<file path="config.mk">
export PLATFORM = sky130hd
export DESIGN_NAME = seq_alu
export DESIGN_NICKNAME = d
export VERILOG_FILES = /design/src/rtl/seq_alu.sv
export SDC_FILE = /design/constraint.sdc
export NUM_CORES = 1
export LEC_CHECK = 0
export ABC_AREA = 1
export BUFFER_PORTS_ARGS = -buffer_cell sky130_fd_sc_hd__buf_4
export CORE_MARGIN = 2
export CORE_UTILIZATION = 55
export DETAILED_ROUTE_END_ITERATION = 7
export PLACE_DENSITY = 0.73
export SYNTH_ARGS = -nofsm -noshare
export SYNTH_HDL_FRONTEND = slang
export SYNTH_SLANG_ARGS = --single-unit
</file>
<file path="constraint.sdc">
create_clock -name clk -period 2.7 [get_ports clk]
set_clock_uncertainty 0.2 [all_clocks]
set_input_delay 0.135 -clock clk [delete_from_list [all_inputs] [get_ports clk]]
set_output_delay 0.135 -clock clk [all_outputs]
set_load 0.005 [all_outputs]
</file>
<file path="src/rtl/seq_alu.sv">
`default_nettype none
// ============================================================================
//  Module      : seq_alu
//  Description : Multi-cycle execute unit. Logic, compare and add/sub finish
//                in one cycle; shifts iterate one bit per cycle behind a
//                start/busy/done handshake so no barrel shifter is needed.
//  Revision    : 1.0 - initial release
// ============================================================================
module seq_alu #(
    parameter int XLEN = 32
) (
    input  logic            clk,
    input  logic            rst_n,
    input  logic            start,
    input  logic            flush,
    input  logic [3:0]      ALUControl,
    input  logic [XLEN-1:0] SrcA,
    input  logic [XLEN-1:0] SrcB,
    output logic            busy,
    output logic            done,
    output logic [XLEN-1:0] ALUResult,
    output logic            Zero,
    output logic            err
);

    // Operation codes produced by the ALU decoder
    localparam logic [3:0] c_OP_ADD  = 4'b0000;
    localparam logic [3:0] c_OP_SUB  = 4'b0001;
    localparam logic [3:0] c_OP_AND  = 4'b0010;
    localparam logic [3:0] c_OP_OR   = 4'b0011;
    localparam logic [3:0] c_OP_SLT  = 4'b0101;
    localparam logic [3:0] c_OP_XOR  = 4'b0110;
    localparam logic [3:0] c_OP_SLL  = 4'b0111;
    localparam logic [3:0] c_OP_SRL  = 4'b1000;
    localparam logic [3:0] c_OP_SRA  = 4'b1001;
    localparam logic [3:0] c_OP_SLTU = 4'b1100;

    // Latched shift direction while iterating
    localparam logic [1:0] c_SH_SLL = 2'd0;
    localparam logic [1:0] c_SH_SRL = 2'd1;
    localparam logic [1:0] c_SH_SRA = 2'd2;

    typedef enum logic [0:0] {
        ST_IDLE  = 1'b0,
        ST_SHIFT = 1'b1
    } state_t;

    state_t          state_q,  state_d;
    logic [XLEN-1:0] acc_q,    acc_d;
    logic [4:0]      cnt_q,    cnt_d;
    logic [1:0]      shtype_q, shtype_d;
    logic [XLEN-1:0] result_q, result_d;
    logic            done_q,   done_d;
    logic            err_q,    err_d;

    logic [XLEN-1:0] w_alu_val;
    logic            w_is_shift;
    logic            w_illegal;
    logic [1:0]      w_new_shtype;
    logic [4:0]      w_shamt;
    logic [XLEN-1:0] w_shifted;

    assign w_shamt = SrcB[4:0];

    // Single-cycle datapath and decode of the incoming operation code
    always_comb begin
        w_alu_val    = '0;
        w_is_shift   = 1'b0;
        w_illegal    = 1'b0;
        w_new_shtype = c_SH_SLL;
        case (ALUControl)
            c_OP_ADD:  w_alu_val = SrcA + SrcB;
            c_OP_SUB:  w_alu_val = SrcA - SrcB;
            c_OP_AND:  w_alu_val = SrcA & SrcB;
            c_OP_OR:   w_alu_val = SrcA | SrcB;
            c_OP_XOR:  w_alu_val = SrcA ^ SrcB;
            c_OP_SLT:  w_alu_val = {{(XLEN-1){1'b0}}, ($signed(SrcA) < $signed(SrcB))};
            c_OP_SLTU: w_alu_val = {{(XLEN-1){1'b0}}, (SrcA < SrcB)};
            // A zero-amount shift returns the operand untouched
            c_OP_SLL: begin
                w_alu_val    = SrcA;
                w_is_shift   = 1'b1;
                w_new_shtype = c_SH_SLL;
            end
            c_OP_SRL: begin
                w_alu_val    = SrcA;
                w_is_shift   = 1'b1;
                w_new_shtype = c_SH_SRL;
            end
            c_OP_SRA: begin
                w_alu_val    = SrcA;
                w_is_shift   = 1'b1;
                w_new_shtype = c_SH_SRA;
            end
            default:   w_illegal = 1'b1;
        endcase
    end

    // One-bit step of the working register in the latched direction
    always_comb begin
        w_shifted = acc_q;
        case (shtype_q)
            c_SH_SLL: w_shifted = {acc_q[XLEN-2:0], 1'b0};
            c_SH_SRL: w_shifted = {1'b0, acc_q[XLEN-1:1]};
            c_SH_SRA: w_shifted = {acc_q[XLEN-1], acc_q[XLEN-1:1]};
            default:  w_shifted = acc_q;
        endcase
    end

    // Next-state logic: accept in IDLE, iterate in SHIFT, flush aborts silently
    always_comb begin
        state_d  = state_q;
        acc_d    = acc_q;
        cnt_d    = cnt_q;
        shtype_d = shtype_q;
        result_d = result_q;
        done_d   = 1'b0;
        err_d    = err_q;
        case (state_q)
            ST_IDLE: begin
                if (start && !flush) begin
                    if (w_illegal) begin
                        result_d = '0;
                        done_d   = 1'b1;
                        err_d    = 1'b1;
                    end else if (w_is_shift && (w_shamt != 5'd0)) begin
                        acc_d    = SrcA;
                        cnt_d    = w_shamt;
                        shtype_d = w_new_shtype;
                        state_d  = ST_SHIFT;
                    end else begin
                        result_d = w_alu_val;
                        done_d   = 1'b1;
                        err_d    = 1'b0;
                    end
                end
            end
            ST_SHIFT: begin
                if (flush) begin
                    // Result and err keep their old values; no done
                    state_d = ST_IDLE;
                end else begin
                    acc_d = w_shifted;
                    cnt_d = cnt_q - 5'd1;
                    if (cnt_q == 5'd1) begin
                        result_d = w_shifted;
                        done_d   = 1'b1;
                        err_d    = 1'b0;
                        state_d  = ST_IDLE;
                    end
                end
            end
            default: state_d = ST_IDLE;
        endcase
    end

    // State and result registers with synchronous active-low reset
    always_ff @(posedge clk) begin
        if (!rst_n) begin
            state_q  <= ST_IDLE;
            acc_q    <= '0;
            cnt_q    <= 5'd0;
            shtype_q <= c_SH_SLL;
            result_q <= '0;
            done_q   <= 1'b0;
            err_q    <= 1'b0;
        end else begin
            state_q  <= state_d;
            acc_q    <= acc_d;
            cnt_q    <= cnt_d;
            shtype_q <= shtype_d;
            result_q <= result_d;
            done_q   <= done_d;
            err_q    <= err_d;
        end
    end

    assign busy      = (state_q == ST_SHIFT);
    assign done      = done_q;
    assign ALUResult = result_q;
    assign Zero      = (result_q == '0);
    assign err       = err_q;

endmodule
`default_nettype wire

</file>
==> Implementation_results.wiki, run 1 <==
{| class="wikitable"
! Metric !! Value
|-
| Kind of cell with the highest combined delay on the critical path || simple AND/OR/NAND/NOR gates
|-
| Slowest stage cell, crit path || sky130_fd_sc_hd__dlygate4sd3_1
|-
| Routed length per instance || ~18 um
|-
| Most used cell along the critical path || sky130_fd_sc_hd__nand2_1
|-
| Top cell type's share of synthesized area || 0.206
|-
| Data arrival at the endpoint of the critical path || 2.70 ns
|-
| Count of state elements after synthesis || 74
|-
| DP HPWL || around 33000 um
|-
| Antenna-violating nets left || 0
|-
| Result of the run || complete, no violations
|-
| Hold Crit Class || in2reg
|-
| Count of flip-flops with a built-in enable after synthesis || 0
|-
| PwrDens || 338 nW/um^2
|-
| Total via count in the routed design || approximately 13000
|-
| Die area || 19900 sq um
|-
| Post-synthesis net count || 2062
|-
| Number of diodes || 0
|-
| Clk sinks || 74
|-
| Worst slew pin tran || 0.721 ns
|-
| F_max || approximately 0.38 GHz
|-
| # port buffers || between 100 and 150
|-
| First-pass GRT wire length || between 60000 and 70000 um
|-
| Initial antenna violation count || 0
|-
| Routed via count divided by cell count || about 6
|-
| Setup repair after global routing missed its margin || true
|-
| Top flip-flop cell by instance count after synthesis || sky130_fd_sc_hd__dfxtp_1
|-
| Cell taking the most area after synthesis || sky130_fd_sc_hd__nand2_1
|-
| Area Growth Syn to Fin || 19.0%
|-
| Number of warning messages in the yosys log || 0
|-
| Total leakage power || 6.48 nW
|-
| Async set or reset register ratio after synthesis || 0
|-
| Cell area after synthesis || 10400 sq um
|-
| Shortest period the worst path allows || around 2.6 ns
|-
| Via count of the first global-routing pass || roughly 12000
|-
| Type of the worst setup path || in2reg
|-
| Number of library cell types mapped by synthesis || 42
|-
| Max-cap violations || 0
|-
| Drt first-iter violations || 1344
|-
| Number of instances in the synthesized netlist || roughly 1900
|-
| Die span in y || approximately 140 um
|-
| Synthesized area per cell || 5.53 sq um
|-
| Endpoints failing hold || 0
|-
| Final Non-Filler Cells || around 2300
|-
| Share of layout cells above drive strength 1 || 0.113
|-
| Area of the core || 18600 sq um
|-
| Seq/Total Area, Yosys || 0.143
|-
| Total Power Consumption || between 4 and 5 mW
|-
| Standard-cell rows || 50
|-
| Cell Count Post-Placement || around 2200
|-
| Crit path buf inv count || 3
|-
| Peak supply drop || around 0.00047 V
|-
| Worst rel slew slack || 0.518
|-
| Clock transition at the register clock pins on the worst setup and hold paths after CTS || around 0.05 ns
|-
| Die Wd || 141 um
|-
| Placer congestion estimate || 1.11
|-
| CTS tree || done
|-
| Sum of overflow across all layers after global routing || 0
|-
| Final setup violation count || 0
|-
| Main area contributors after synthesis || sky130_fd_sc_hd__nand2_1 (21%), sky130_fd_sc_hd__dfxtp_1 (14%), sky130_fd_sc_hd__ha_1 (14%), sky130_fd_sc_hd__inv_1 (11%), sky130_fd_sc_hd__a21oi_1 (8.5%)
|-
| H-tree depth || 3
|-
| Root cell of the clock tree || sky130_fd_sc_hd__clkbuf_16
|-
| Number of pins exceeding their max-slew limit in the final report || 0
|-
| Number of nets in the finished design || 2202
|-
| Critical path endpoint category || flop
|-
| Aggregate global-route resource usage || 0.404
|-
| Sum of routed wire length over all layers || 41300 um
|-
| Initial standard-cell utilization of the core || 0.557
|-
| Clk_lat worst skew || around 0.34 ns
|-
| Post-detailed-route DRC marker count || 0
|-
| Maximum root-to-sink buffer count || 2
|-
| Period utilization || 0.978
|-
| Number of top-level pins || 108
|-
| Startpoint kind of the worst setup timing path || input port
|-
| Largest incremental delay on the critical path || roughly 0.55 ns
|-
| Endpoint required time on the critical path || 2.76 ns
|-
| Cell-by-cell trace of the critical path || dlygate4sd3_1 > buf_4 > inv_1 > ha_2 > nor2_1 > nand2_1 > nor3_1 > and2_1 > nand2_1 > nand3_1 > nand3_1 > nand2_1 > nand2_1 > a21oi_2
|-
| Maximum number of pins on one net before global-route repair || 71
|-
| Largest driver fanout on the critical path || 7
|-
| First-pass iteration count of the detailed router || 6
|-
| Total clock buffers created by CTS || 9
|}
## final cells by class
type                    instances  area [sq um]
multi-input cells            1416          7500
clock inverters                 3          18.8
inverters                     305          1150
fillers                      1797          6260
well taps                     234           293
flip-flops and latches         74          1480
repair buffers                207          1640
clock buffers                  11           233
## metal layers
metal	routed length [um]	track usage
met5	0	0
met4	1130	0.112
met3	4940	0.0693
met2	17800	0.625
met1	17400	0.578
## power by group
part	leakage [nW]	switching (mW)	internal, mW
clock network	0.125	0.441	0.610
registers	0.604	0.0564	1.15
logic	5.75	1.23	0.679
## worst paths after layout
check / depth (start not counted) / from / to / slack, ns
hold / removal: 3 / SrcA[16] / acc_q[16] / 0.04
hold reg to reg: 2 / err / err / 0.27
setup reg to reg: 6 / shtype_q[1] / acc_q[13] / 0.37
setup / recovery: 14 / SrcA[23] / ALUResult[0] / 0.06
## stage by stage
step                worst slack, ns  instance area (sq um)  utilization  hold slack, ns  setup TNS, ns
finish                       0.0591                  12300        0.663          0.0360              0
global route                -0.0249                  12300        0.663          0.0460        -0.0312
floorplan                     0.699                  10400            -          0.0959              0
detailed placement          -0.0978                  11700        0.629           0.258         -0.166
global placement            -0.0652                  11700        0.629           0.249         -0.104
CTS                          0.0185                  12200        0.657          0.0122              0
## tightest hold or removal path, stage by stage
cell and delay [ns]:
sky130_fd_sc_hd__buf_4 0.15, sky130_fd_sc_hd__a21oi_1 0.08, sky130_fd_sc_hd__a21oi_1 0.15
## sequential cells by signal (all words and copies together) (netlist names)
signal and count:
acc_q 32, busy 1, ALUResult 32, cnt_q 5
err 1, shtype_q 2, done 1
## cells by family (layout without fill, tap and decap cells)
| kind of cell | count (synthesis) | after routing | share of synthesized area |
|---|---|---|---|
| buffers and inverters | 383 | 526 | 0.143 |
| xor gates and xnor gates | 4 | 4 | 0.00338 |
| and+or+nand+nor | 914 | 914 | 0.363 |
| AOI/OAI and AO/OA | 381 | 381 | 0.205 |
| adders and majority gates | 117 | 117 | 0.143 |
| DFF | 74 | 74 | 0.143 |
## what timing repair did
action	4_1_cts	5_1_grt
gates resized for setup	0	27
endpoints found under the setup margin	0	11
hold buffers	26	0
buffers inserted	0	1
hold endpoints to repair	26	0
## synthesized netlist by cell type, types with 2 or more instances
cell type	count
sky130_fd_sc_hd__o2111ai_1	3
sky130_fd_sc_hd__or4_1	2
sky130_fd_sc_hd__buf_2	24
sky130_fd_sc_hd__xor2_1	3
sky130_fd_sc_hd__nor4_1	11
sky130_fd_sc_hd__buf_4	3
sky130_fd_sc_hd__nor2_2	2
sky130_fd_sc_hd__inv_1	302
sky130_fd_sc_hd__clkinv_1	3
sky130_fd_sc_hd__nor3_1	18
sky130_fd_sc_hd__a21oi_1	176
sky130_fd_sc_hd__dfxtp_1	74
sky130_fd_sc_hd__and2_1	8
sky130_fd_sc_hd__fa_1	2
sky130_fd_sc_hd__o221ai_1	8
sky130_fd_sc_hd__nand4_1	19
sky130_fd_sc_hd__a221oi_1	7
sky130_fd_sc_hd__and3_1	3
sky130_fd_sc_hd__o21ai_1	2
sky130_fd_sc_hd__or2_2	2
sky130_fd_sc_hd__clkbuf_1	43
sky130_fd_sc_hd__a211oi_1	4
sky130_fd_sc_hd__nand3_1	133
sky130_fd_sc_hd__o21bai_1	6
sky130_fd_sc_hd__o22ai_1	28
sky130_fd_sc_hd__nor2_1	145
sky130_fd_sc_hd__nor2_4	2
sky130_fd_sc_hd__ha_1	115
sky130_fd_sc_hd__a31oi_1	33
sky130_fd_sc_hd__o21ai_0	103
sky130_fd_sc_hd__o211ai_1	6
sky130_fd_sc_hd__buf_1	7
sky130_fd_sc_hd__nand2_1	567
## cells in the final DEF, fill, tap and decap left out, types with 26 or more instances in the layout
| cell type | count |
|---|---|
| sky130_fd_sc_hd__a31oi_1 | 33 |
| sky130_fd_sc_hd__dfxtp_1 | 74 |
| sky130_fd_sc_hd__nand3_1 | 130 |
| sky130_fd_sc_hd__inv_1 | 301 |
| sky130_fd_sc_hd__ha_1 | 111 |
| sky130_fd_sc_hd__o22ai_1 | 28 |
| sky130_fd_sc_hd__nor2_1 | 138 |
| sky130_fd_sc_hd__o21ai_0 | 102 |
| sky130_fd_sc_hd__buf_4 | 179 |
| sky130_fd_sc_hd__dlygate4sd3_1 | 26 |
| sky130_fd_sc_hd__a21oi_1 | 168 |
| sky130_fd_sc_hd__nand2_1 | 566 |
Power figures use the tool's default switching activity.
==> run 2: changes to the inputs <==
Settings changed: CORE_MARGIN 2 to 4, CORE_UTILIZATION 55 to 45, CTS_CLUSTER_DIAMETER set to 60, PLACE_DENSITY 0.73 to 0.62.
==> run 2 against run 1 <==
  * Power is 5.7% higher
  * Routed wire length is 1.8% higher
  * Highest routed layer unchanged
  * Fmax is 1.8% higher
  * Largest cell class unchanged
  * Global-route usage is 9.1 points lower
  * Critical endpoint is now ALUResult[9]
  * Design area is 0.99% higher
  * Non-clock buffer count is 2 lower
  * Sequential cell count stayed put
==> Implementation_results.wiki, run 2 (synthesized netlist as in run 1, its figures left out) <==
{| class="wikitable"
! Metric !! Value
|-
| Hold Crit Class || in2reg
|-
| Number of diodes || 0
|-
| Worst rel slew slack || 0.184
|-
| Share of layout cells above drive strength 1 || 0.113
|-
| Total clock buffers created by CTS || 9
|-
| Clock transition at the register clock pins on the worst setup and hold paths after CTS || 0.06 ns
|-
| Reg2reg setup slack || approximately 0.23 ns
|-
| Root cell of the clock tree || sky130_fd_sc_hd__clkbuf_16
|-
| Endpoint required time on the critical path || 2.71 ns
|-
| Area of the core || 22600 sq um
|-
| Number of nets in the finished design || 2200
|-
| Standard-cell rows || 55
|-
| First-pass GRT wire length || about 65000 um
|-
| Antenna-violating nets left || 0
|-
| Start point of the worst hold path || SrcA[21]
|-
| # port buffers || between 100 and 150
|-
| First-pass iteration count of the detailed router || 5
|-
| Type of the worst setup path || in2reg
|-
| Max-cap violations || 0
|-
| Die span in y || around 160 um
|-
| Maximum root-to-sink buffer count || 2
|-
| Number of pins exceeding their max-slew limit in the final report || 0
|-
| Hold Path Sink || acc_q[21]
|-
| Routed length per instance || approximately 18 um
|-
| Critical path endpoint category || flop
|-
| Die area || roughly 26000 sq um
|-
| Worst slew pin tran || 1.22 ns
|-
| Sum of overflow across all layers after global routing || 0
|-
| Least setup slack across all paths after layout || 0.106 ns
|-
| Shortest period the worst path allows || 2.59 ns
|-
| H-tree depth || 3
|-
| Data arrival at the endpoint of the critical path || roughly 2.6 ns
|-
| Largest driver fanout on the critical path || 7
|-
| Post-detailed-route DRC marker count || 0
|-
| Depth of the most critical reg-to-reg path || 7
|-
| CTS tree || done
|-
| Routed via count divided by cell count || between 5 and 6
|-
| Maximum number of pins on one net before global-route repair || roughly 70
|-
| Placer congestion estimate || a little over 1
|-
| Most common library cell in the layout ignoring fill and taps || sky130_fd_sc_hd__nand2_1
|-
| PwrDens || roughly 350 nW/um^2
|-
| Total via count in the routed design || roughly 13000
|-
| Area Growth Syn to Fin || 20.2%
|-
| Setup slack after placement || -0.275 ns
|-
| Via count of the first global-routing pass || 12100
|-
| Total leakage power || 6.50 nW
|-
| DP HPWL || 33600 um
|-
| Final setup violation count || 0
|-
| Launching point of the worst reg2reg path || shtype_q[1]
|-
| Initial antenna violation count || 0
|-
| Initial standard-cell utilization of the core || 0.457
|-
| Setup repair after global routing missed its margin || false
|-
| Clk_lat worst skew || about 0.34 ns
|-
| Result of the run || complete, no violations
|-
| Most frequent cells in the layout || sky130_fd_sc_hd__nand2_1 (565), sky130_fd_sc_hd__inv_1 (301), sky130_fd_sc_hd__buf_4 (175)
|-
| Sum of routed wire length over all layers || ~42000 um
|-
| Startpoint kind of the worst setup timing path || input port
|-
| Die Wd || 160 um
|-
| Final std cell area, no fill || about 12000 sq um
|-
| Hold Crit Depth || 3
|-
| Number of top-level pins || approximately 110
|-
| Drt first-iter violations || between 1000 and 1500
|-
| Number of buffers added for setup after CTS || 0
|-
| Period utilization || 0.961
|-
| Aggregate global-route resource usage || 0.313
|-
| Clk sinks || 74
|-
| F_max || 0.385 GHz
|-
| Peak supply drop || ~0.00039 V
|-
| Placed cell area || 11700 sq um
|-
| Endpoints failing hold || 0
|-
| Reg-to-reg critical path endpoint || acc_q[20]
|}
run 2: changes by cell type in the layout (fill, tap and decap cells not counted), moves of 2 or more:
cell | before | now
sky130_fd_sc_hd__buf_4 | 179 | 175
sky130_fd_sc_hd__a21oi_1 | 168 | 171
sky130_fd_sc_hd__a21oi_2 | 8 | 5
sky130_fd_sc_hd__nand3_1 | 130 | 133
sky130_fd_sc_hd__nand3_2 | 3 | 0
sky130_fd_sc_hd__nor3_1 | 16 | 13
sky130_fd_sc_hd__bufinv_16 | 0 | 2
sky130_fd_sc_hd__nor3_2 | 2 | 4
run 2: layout make-up:
type	instances	area, sq um
clock inverters	6	88.8
clock buffers	10	229
inverters	305	1140
fillers	2384	10200
well taps	285	357
flip-flops and latches	74	1480
repair buffers	205	1640
multi-input cells	1416	7510
run 2: worst max path at each step:
stage,to,slack [ns],from
detailed placement,ALUResult[9],-0.27,SrcA[8]
global route,ALUResult[27],0.01,SrcA[26]
finish,ALUResult[9],0.11,SrcA[8]
global placement,ALUResult[9],-0.28,SrcA[8]
floorplan,ALUResult[9],0.70,SrcA[7]
CTS,ALUResult[0],0.02,SrcA[24]
run 2: through the flow:
stage	power (mW)	std cells	hold slack, ns	utilization	setup TNS, ns
finish	4.41	2301	0.0281	0.550	0
global route	4.64	2301	0.0334	0.550	0
CTS	4.34	2301	0.0110	0.545	0
detailed placement	3.00	2258	0.266	0.519	-0.709
global placement	2.99	2258	0.257	0.519	-0.565
floorplan	2.28	1873	0.0959	-	0
run 2: power by group:
part | total [mW] | switching [mW] | internal (mW) | leakage, nW
Combinational | 1.89 | 1.22 | 0.670 | 5.75
Sequential | 1.21 | 0.0590 | 1.15 | 0.604
Clock | 1.30 | 0.491 | 0.811 | 0.149
Total | 4.41 | 1.77 | 2.63 | 6.50
run 2: per-layer routing:
layer  share of wire  vias to the layer above  GRT usage
li1                -                     6320          -
met4           0.026                        0     0.0888
met2            0.43                      666      0.484
met3           0.096                       75     0.0338
met5               0                        -          0
met1            0.45                     5953      0.461
run 2: timing repair:
item / 4_1_cts / 5_1_grt
endpoints found under the setup margin: 0 / 14
gates resized for setup: 0 / 28
hold buffers: 27 / 0
endpoints found under the hold margin: 27 / 0
run 2: critical path, cell delays in order:
cell                       delay [ns]
sky130_fd_sc_hd__buf_4           0.10
sky130_fd_sc_hd__inv_1           0.04
sky130_fd_sc_hd__ha_1            0.37
sky130_fd_sc_hd__nand2_1         0.21
sky130_fd_sc_hd__inv_1           0.10
sky130_fd_sc_hd__nand2_1         0.08
sky130_fd_sc_hd__nand2_1         0.11
sky130_fd_sc_hd__nand3b_1        0.35
sky130_fd_sc_hd__buf_4           0.23
sky130_fd_sc_hd__or2_2           0.26
sky130_fd_sc_hd__nand3_1         0.08
sky130_fd_sc_hd__nand3_1         0.10
sky130_fd_sc_hd__o21ai_1         0.32
sky130_fd_sc_hd__a21oi_1         0.11
